<file path="src/rtl/costas_pkg.sv">
// Shared widths, lock-count default and the signed clamp helper for the
// Costas loop filter.
package costas_pkg;

  localparam int PE_W     = 58;
  localparam int ACC_W    = 48;
  localparam int FW_W     = 32;
  localparam int LOCK_CNT = 1024;

  // Clamp a sign-extended value into the range of a width-bit signed number.
  function automatic logic signed [63:0] sat_signed(input logic signed [63:0] value,
                                                    input int width);
    logic signed [63:0] hi;
    logic signed [63:0] lo;
    hi = (64'sd1 <<< (width - 1)) - 64'sd1;
    lo = -(64'sd1 <<< (width - 1));
    if (value > hi) begin
      return hi;
    end else if (value < lo) begin
      return lo;
    end
    return value;
  endfunction

endpackage

</file>
<file path="src/rtl/costas_lock_detect.sv">
// Lock detector: counts consecutive samples with |pe| below threshold,
// saturating at LOCK_CNT; locked is high while the count sits at LOCK_CNT.
module costas_lock_detect #(
  parameter int PE_W     = 58,
  parameter int LOCK_CNT = 1024
) (
  input  logic            clk,
  input  logic            rst,
  input  logic            valid,
  input  logic [PE_W-1:0] mag,
  input  logic [PE_W-1:0] thr,
  output logic            locked
);

  localparam int CNT_W = $clog2(LOCK_CNT + 1);
  localparam logic [CNT_W-1:0] CNT_MAX = CNT_W'(LOCK_CNT);

  logic [CNT_W-1:0] cnt;

  always_ff @(posedge clk or posedge rst) begin
    if (rst) begin
      cnt <= '0;
    end else if (valid) begin
      if (mag < thr) begin
        if (cnt != CNT_MAX) cnt <= cnt + CNT_W'(1);
      end else begin
        cnt <= '0;
      end
    end
  end

  // A zero threshold can never be undercut, so the count stays at 0.
  assign locked = (cnt == CNT_MAX);

endmodule

</file>
<file path="src/rtl/costas_loop_filter.sv">
// Second-order PI loop filter: phase error in, NCO frequency word out,
// three register stages from pe_valid to fw_valid, plus a lock flag.
module costas_loop_filter #(
  parameter int PE_W     = costas_pkg::PE_W,
  parameter int ACC_W    = costas_pkg::ACC_W,
  parameter int FW_W     = costas_pkg::FW_W,
  parameter int LOCK_CNT = costas_pkg::LOCK_CNT
) (
  input  logic                   sys_clk,
  input  logic                   sys_rst,
  input  logic signed [PE_W-1:0] phase_error,
  input  logic                   pe_valid,
  input  logic                   loop_en,
  input  logic                   int_clr,
  input  logic [5:0]             kp_shift,
  input  logic [5:0]             ki_shift,
  input  logic [FW_W-1:0]        center_fw,
  input  logic [PE_W-1:0]        lock_thr,
  output logic [FW_W-1:0]        freq_word,
  output logic                   fw_valid,
  output logic                   locked
);

  import costas_pkg::*;

  // Stage 1: registered sample and its magnitude.
  logic signed [PE_W-1:0] pe_s1;
  logic [PE_W-1:0]        mag_s1;
  logic                   v1;
  logic [PE_W-1:0]        pe_mag;

  assign pe_mag = phase_error[PE_W-1] ? unsigned'(-phase_error) : unsigned'(phase_error);

  always_ff @(posedge sys_clk or posedge sys_rst) begin
    if (sys_rst) begin
      pe_s1  <= '0;
      mag_s1 <= '0;
      v1     <= 1'b0;
    end else begin
      v1 <= pe_valid;
      if (pe_valid) begin
        pe_s1  <= phase_error;
        mag_s1 <= pe_mag;
      end
    end
  end

  // Stage 2: scaled terms and integrator update.
  logic signed [63:0]      pe_ext;
  logic signed [ACC_W-1:0] p_term;
  logic signed [ACC_W-1:0] i_inc;
  logic signed [ACC_W:0]   integ_sum;
  logic signed [ACC_W-1:0] integ_sat;
  logic signed [ACC_W-1:0] integ;
  logic signed [ACC_W-1:0] integ_next;

  assign pe_ext    = 64'(pe_s1);
  assign p_term    = ACC_W'(sat_signed(pe_ext >>> kp_shift, ACC_W));
  assign i_inc     = ACC_W'(sat_signed(pe_ext >>> ki_shift, ACC_W));
  assign integ_sum = (ACC_W+1)'(integ) + (ACC_W+1)'(i_inc);
  assign integ_sat = ACC_W'(sat_signed(64'(integ_sum), ACC_W));

  // Clear wins over an update; a frozen loop leaves the integrator alone.
  always_comb begin
    integ_next = integ;
    if (int_clr) begin
      integ_next = '0;
    end else if (v1 && loop_en) begin
      integ_next = integ_sat;
    end
  end

  logic signed [ACC_W-1:0] p_s2;
  logic signed [ACC_W-1:0] integ_s2;
  logic                    en_s2;
  logic                    v2;

  always_ff @(posedge sys_clk or posedge sys_rst) begin
    if (sys_rst) begin
      integ    <= '0;
      p_s2     <= '0;
      integ_s2 <= '0;
      en_s2    <= 1'b0;
      v2       <= 1'b0;
    end else begin
      integ <= integ_next;
      v2    <= v1;
      if (v1) begin
        p_s2     <= p_term;
        integ_s2 <= integ_next;
        en_s2    <= loop_en;
      end
    end
  end

  // Stage 3: clamp the PI sum to the frequency word range and add the centre.
  logic signed [ACC_W:0]  off_sum;
  logic signed [FW_W-1:0] offset;

  assign off_sum = (ACC_W+1)'(p_s2) + (ACC_W+1)'(integ_s2);
  assign offset  = en_s2 ? FW_W'(sat_signed(64'(off_sum), FW_W)) : '0;

  always_ff @(posedge sys_clk or posedge sys_rst) begin
    if (sys_rst) begin
      freq_word <= '0;
      fw_valid  <= 1'b0;
    end else begin
      fw_valid <= v2;
      if (v2) freq_word <= center_fw + unsigned'(offset);
    end
  end

  costas_lock_detect #(
    .PE_W     (PE_W),
    .LOCK_CNT (LOCK_CNT)
  ) u_lock (
    .clk    (sys_clk),
    .rst    (sys_rst),
    .valid  (v1),
    .mag    (mag_s1),
    .thr    (lock_thr),
    .locked (locked)
  );

endmodule

</file>
<file path="config.mk">
export PLATFORM = sky130hd
export DESIGN_NAME = costas_loop_filter
export DESIGN_NICKNAME = d
export VERILOG_FILES = /design/src/rtl/costas_pkg.sv /design/src/rtl/costas_lock_detect.sv /design/src/rtl/costas_loop_filter.sv
export SDC_FILE = /design/constraint.sdc
export NUM_CORES = 2
export LEC_CHECK = 0
export BUFFER_PORTS_ARGS = -buffer_cell sky130_fd_sc_hd__buf_2
export CORE_MARGIN = 2
export CORE_UTILIZATION = 43
export DETAILED_ROUTE_END_ITERATION = 12
export PLACE_DENSITY_LB_ADDON = 0.15
export SLEW_MARGIN = 0
export SYNTH_ARGS = -nofsm -noshare
export SYNTH_HDL_FRONTEND = slang
export SYNTH_HIERARCHICAL = 1
export SYNTH_SLANG_ARGS = --single-unit
</file>
<file path="constraint.sdc">
create_clock -name sys_clk -period 20.9 [get_ports sys_clk]
set_input_delay 4.18 -clock sys_clk [delete_from_list [all_inputs] [get_ports sys_clk]]
set_output_delay 4.18 -clock sys_clk [all_outputs]
set_load 0.02 [all_outputs]
</file>
==> flow_metrics.env <==
export IMPL_synthFlopType="dfrtp_1"
export IMPL_cp_max_fo=68
export IMPL_die_area_um2=70320
export IMPL_cts_buffers=35
export IMPL_route_met3_wl_um=5324
export IMPL_dp_hpwl_um=73170
export IMPL_clkTransAtPathRegs_ns=0.06
export IMPL_cts_tree="built"
export IMPL_reg2reg_depth=28
export IMPL_cts_num_sinks=306
export IMPL_slew_violations=0
export IMPL_holdCritPathClass="flop to flop"
export IMPL_fp_coreArea_um2=67400
export IMPL_io_buffers=198
export IMPL_end_kind="flop"
export IMPL_grt_max_degree=165
export IMPL_fin_util_pct=47.38
export IMPL_cts_root_buffer="clkbuf_16"
export IMPL_slowest_delay_ns=1.04
export IMPL_regToRegSetupSlack_ns=11.98
export IMPL_synth_net_count=3844
export IMPL_startpoint_type="input pin"
export IMPL_wl_per_cell_um=21.55
export IMPL_grt_overflow=0
export IMPL_grt_pass1_vias=25280
export IMPL_p_leak_nw=14.03
export IMPL_finClkSkew_ns=0.03674
export IMPL_placed_area_um2=30720
export IMPL_hold_viol_final=0
export IMPL_r2r_end="freq_word[28]"
export IMPL_antenna_found_initial=10
export IMPL_synth_edf_count=0
export IMPL_viasPerCell=5.964
export IMPL_yosys_top_cells_count="376 x nor2_1, 333 x a21oi_1, 321 x o21ai_0, 306 x dfrtp_1, 261 x nand2_1"
export IMPL_cts_resized_gates=0
export IMPL_area_delta_synth_final_pct=8.860
export IMPL_min_period_ns=12.13
export IMPL_grt_use_total_pct=26.50
export IMPL_finalCritPeriodShare_pct=58.02
export IMPL_yosys_top_cells_area="dfrtp_1 26%, ha_1 8.3%, mux4_2 6.2%"
export IMPL_worstMarginPinSlew_ns=1.230
export IMPL_syn_area_um2=29330
export IMPL_ys_seq_area_share_pct=26.11
export IMPL_synth_cell_types=99
export IMPL_drc=0
export IMPL_gp_congestion=0.9409
export IMPL_fmax_mhz=82.47
export IMPL_slowest_stage="o21ai_1"
export IMPL_yosysTopAreaCell="dfrtp_1"
export IMPL_detail_route_first_pass_iterations=6
export IMPL_drtAntennaViolNets=0
export IMPL_ys_ff_latch=306
export IMPL_post_cts_buffers=0
export IMPL_grt_pass1_wl_um=147500
export IMPL_worstPathCellList="buf_2 -> buf_4 -> mux2_2 -> o21ai_0 -> o21a_1 -> inv_1 -> o21ai_0 -> o21a_1 -> nand3_1 -> o41ai_2 -> buf_4 -> o21ai_0 -> ha_1 -> o21ai_0 -> o211ai_1 -> a21boi_0 -> a2111oi_0 -> o21ai_0 -> a2111oi_0 -> or2_2 -> mux2_2 -> o21ai_1 -> nor2_1 -> a22o_1"
export IMPL_hold_buffers=0
export IMPL_status="completed"
export IMPL_critPathKind="input pin to flop"
export IMPL_synth_top_area_share_pct=26.11
export IMPL_drtIter0Drc=2193
export IMPL_drive_gt1_share_pct=17.39
export IMPL_initial_core_util_pct=43.52
export IMPL_drt_met1_wl_um=41100
export IMPL_powerDensity_nw_per_um2=85.56
export IMPL_synth_warning_count=6
export IMPL_relSlewSlack_pct=17.42
export IMPL_synthArstFlopShare_pct=100.0
export IMPL_setup_viol=0
export IMPL_setup_tns_ns=0
export IMPL_final_area_um2=31930
export IMPL_synth_most_common_cell="nor2_1"
export IMPL_vias=26370
export IMPL_hold_path_end="p_s2[5]"
export IMPL_rsz0062_at_grt="no"
export IMPL_hp_start="p_s2[5]"
export IMPL_cap_violations=0
export IMPL_met2_length_um=46720
export IMPL_stdcell_count=4422
export IMPL_nNetsFinal=3880
export IMPL_cp_num_buf_inv=4
export IMPL_wl_um=95310
export IMPL_rr_startpoint="integ_s2[0]"
export IMPL_synthCells=3481
export IMPL_worst_path_most_repeated_cell="o21ai_0"
export IMPL_ios=199
export IMPL_cts_max_path_buffers=3
export IMPL_die_height_um=265.2
export IMPL_insertion_delay_ns=0.57
export IMPL_dp_cells=4353
export IMPL_crit_required_ns=21.34
export IMPL_crit_family="compound AO/OA/AOI/OAI gates"
export IMPL_die_x_um=265.2
export IMPL_htree_levels=2
export IMPL_fp_row_count=95
export IMPL_power_mw=2.732
export IMPL_min_path_cells=1
export IMPL_syn_avg_cell_area_um2=8.426
export IMPL_critPathArrivalTime_ns=12.56
export IMPL_top_layer="met5"
export IMPL_peakVddDrop_v=0.00005465
[through the flow]
| stage | setup WS, ns | hold WS [ns] |
|---|---|---|
| after floorplan | 8.573 | 0.3704 |
| after global placement | 8.553 | 0.4697 |
| after detailed placement | 8.511 | 0.4739 |
| after CTS | 9.055 | 0.4887 |
| after global routing | 8.134 | 0.5054 |
| final | 8.774 | 0.4877 |
[power breakdown]
group          switching (mW)  leakage (nW)  internal, mW
registers               0.101          3.66         0.689
logic                   0.781          9.79         0.516
clock network           0.268         0.576         0.376
total                    1.15          14.0          1.58
[kinds of logic (layout without fill, tap and decap cells)]
group                    Yosys count  count (layout)  synth area share [%]
buffers and inverters            372             434                 5.213
other                              0               6                     0
AND/OR/NAND/NOR                  946             946                 14.52
multiplexers                     368             368                 16.69
flip-flops                       306             306                 26.11
XOR/XNOR                         166             166                 4.957
adder cells (fa/ha/maj)          198             198                 8.523
AO/OA/AOI/OAI                   1125            1125                 23.99
[layout by cell type, fill, tap and decap left out, types with 35 or more instances in the layout]
master	instances
mux2_2	158
clkbuf_16	35
dfrtp_1	305
nor3_1	74
nand3_1	46
o21a_1	37
mux2i_1	129
mux4_2	81
a211oi_1	60
a21oi_1	333
xor2_1	105
a21o_1	80
xnor2_1	61
nor2_1	375
o21ai_0	321
nand2_1	261
buf_2	197
inv_1	135
ha_1	195
[sequential cells by signal (all words and copies together) (netlist names)]
signal / cells
en_s2: 1
freq_word: 32
fw_valid: 1
integ: 48
integ_s2: 48
mag_s1: 57
p_s2: 48
pe_s1: 58
u_lock/cnt: 11
v1: 1
v2: 1
[worst max path at each step]
stage	from	endpoint	slack, ns	cells after the start
floorplan	sys_rst	en_s2	8.57	1
global placement	ki_shift[1]	integ_s2[15]	8.55	25
detailed placement	ki_shift[1]	integ_s2[15]	8.51	24
CTS	ki_shift[1]	integ_s2[15]	9.06	24
global route	ki_shift[1]	integ_s2[15]	8.13	24
finish	ki_shift[1]	integ_s2[15]	8.77	24
[worst reg2reg max path, delay by kind of cell (launching register included)]
kind,cells,cell delay (ns)
flops,1,0.43
buf+inv,2,0.36
simple gates,6,1.61
fa+ha+maj,4,1.31
compound gates,14,4.76
mux,1,0.26
xor+xnor,1,0.09
[area by class of cell]
| type | count | area [um^2] |
|---|---|---|
| clock buffers | 49 | 998.5 |
| diodes | 6 | 15.01 |
| multi-input cells | 2803 | 20180 |
| repair buffers | 231 | 1257 |
| well taps | 873 | 1092 |
| clock inverters | 14 | 200.2 |
| flip-flops and latches | 306 | 7659 |
| inverters | 140 | 533.0 |
| fillers | 6708 | 35470 |
[metal layers]
| layer | GRT usage [%] | up-vias |
|---|---|---|
| met4 | 5.833 | 4 |
| met5 | 0 | - |
| met2 | 45.67 | 801 |
| met1 | 35.25 | 12600 |
| met3 | 3.777 | 124 |
| li1 | - | 12850 |
No activity file was read; power rests on OpenSTA's default activity.
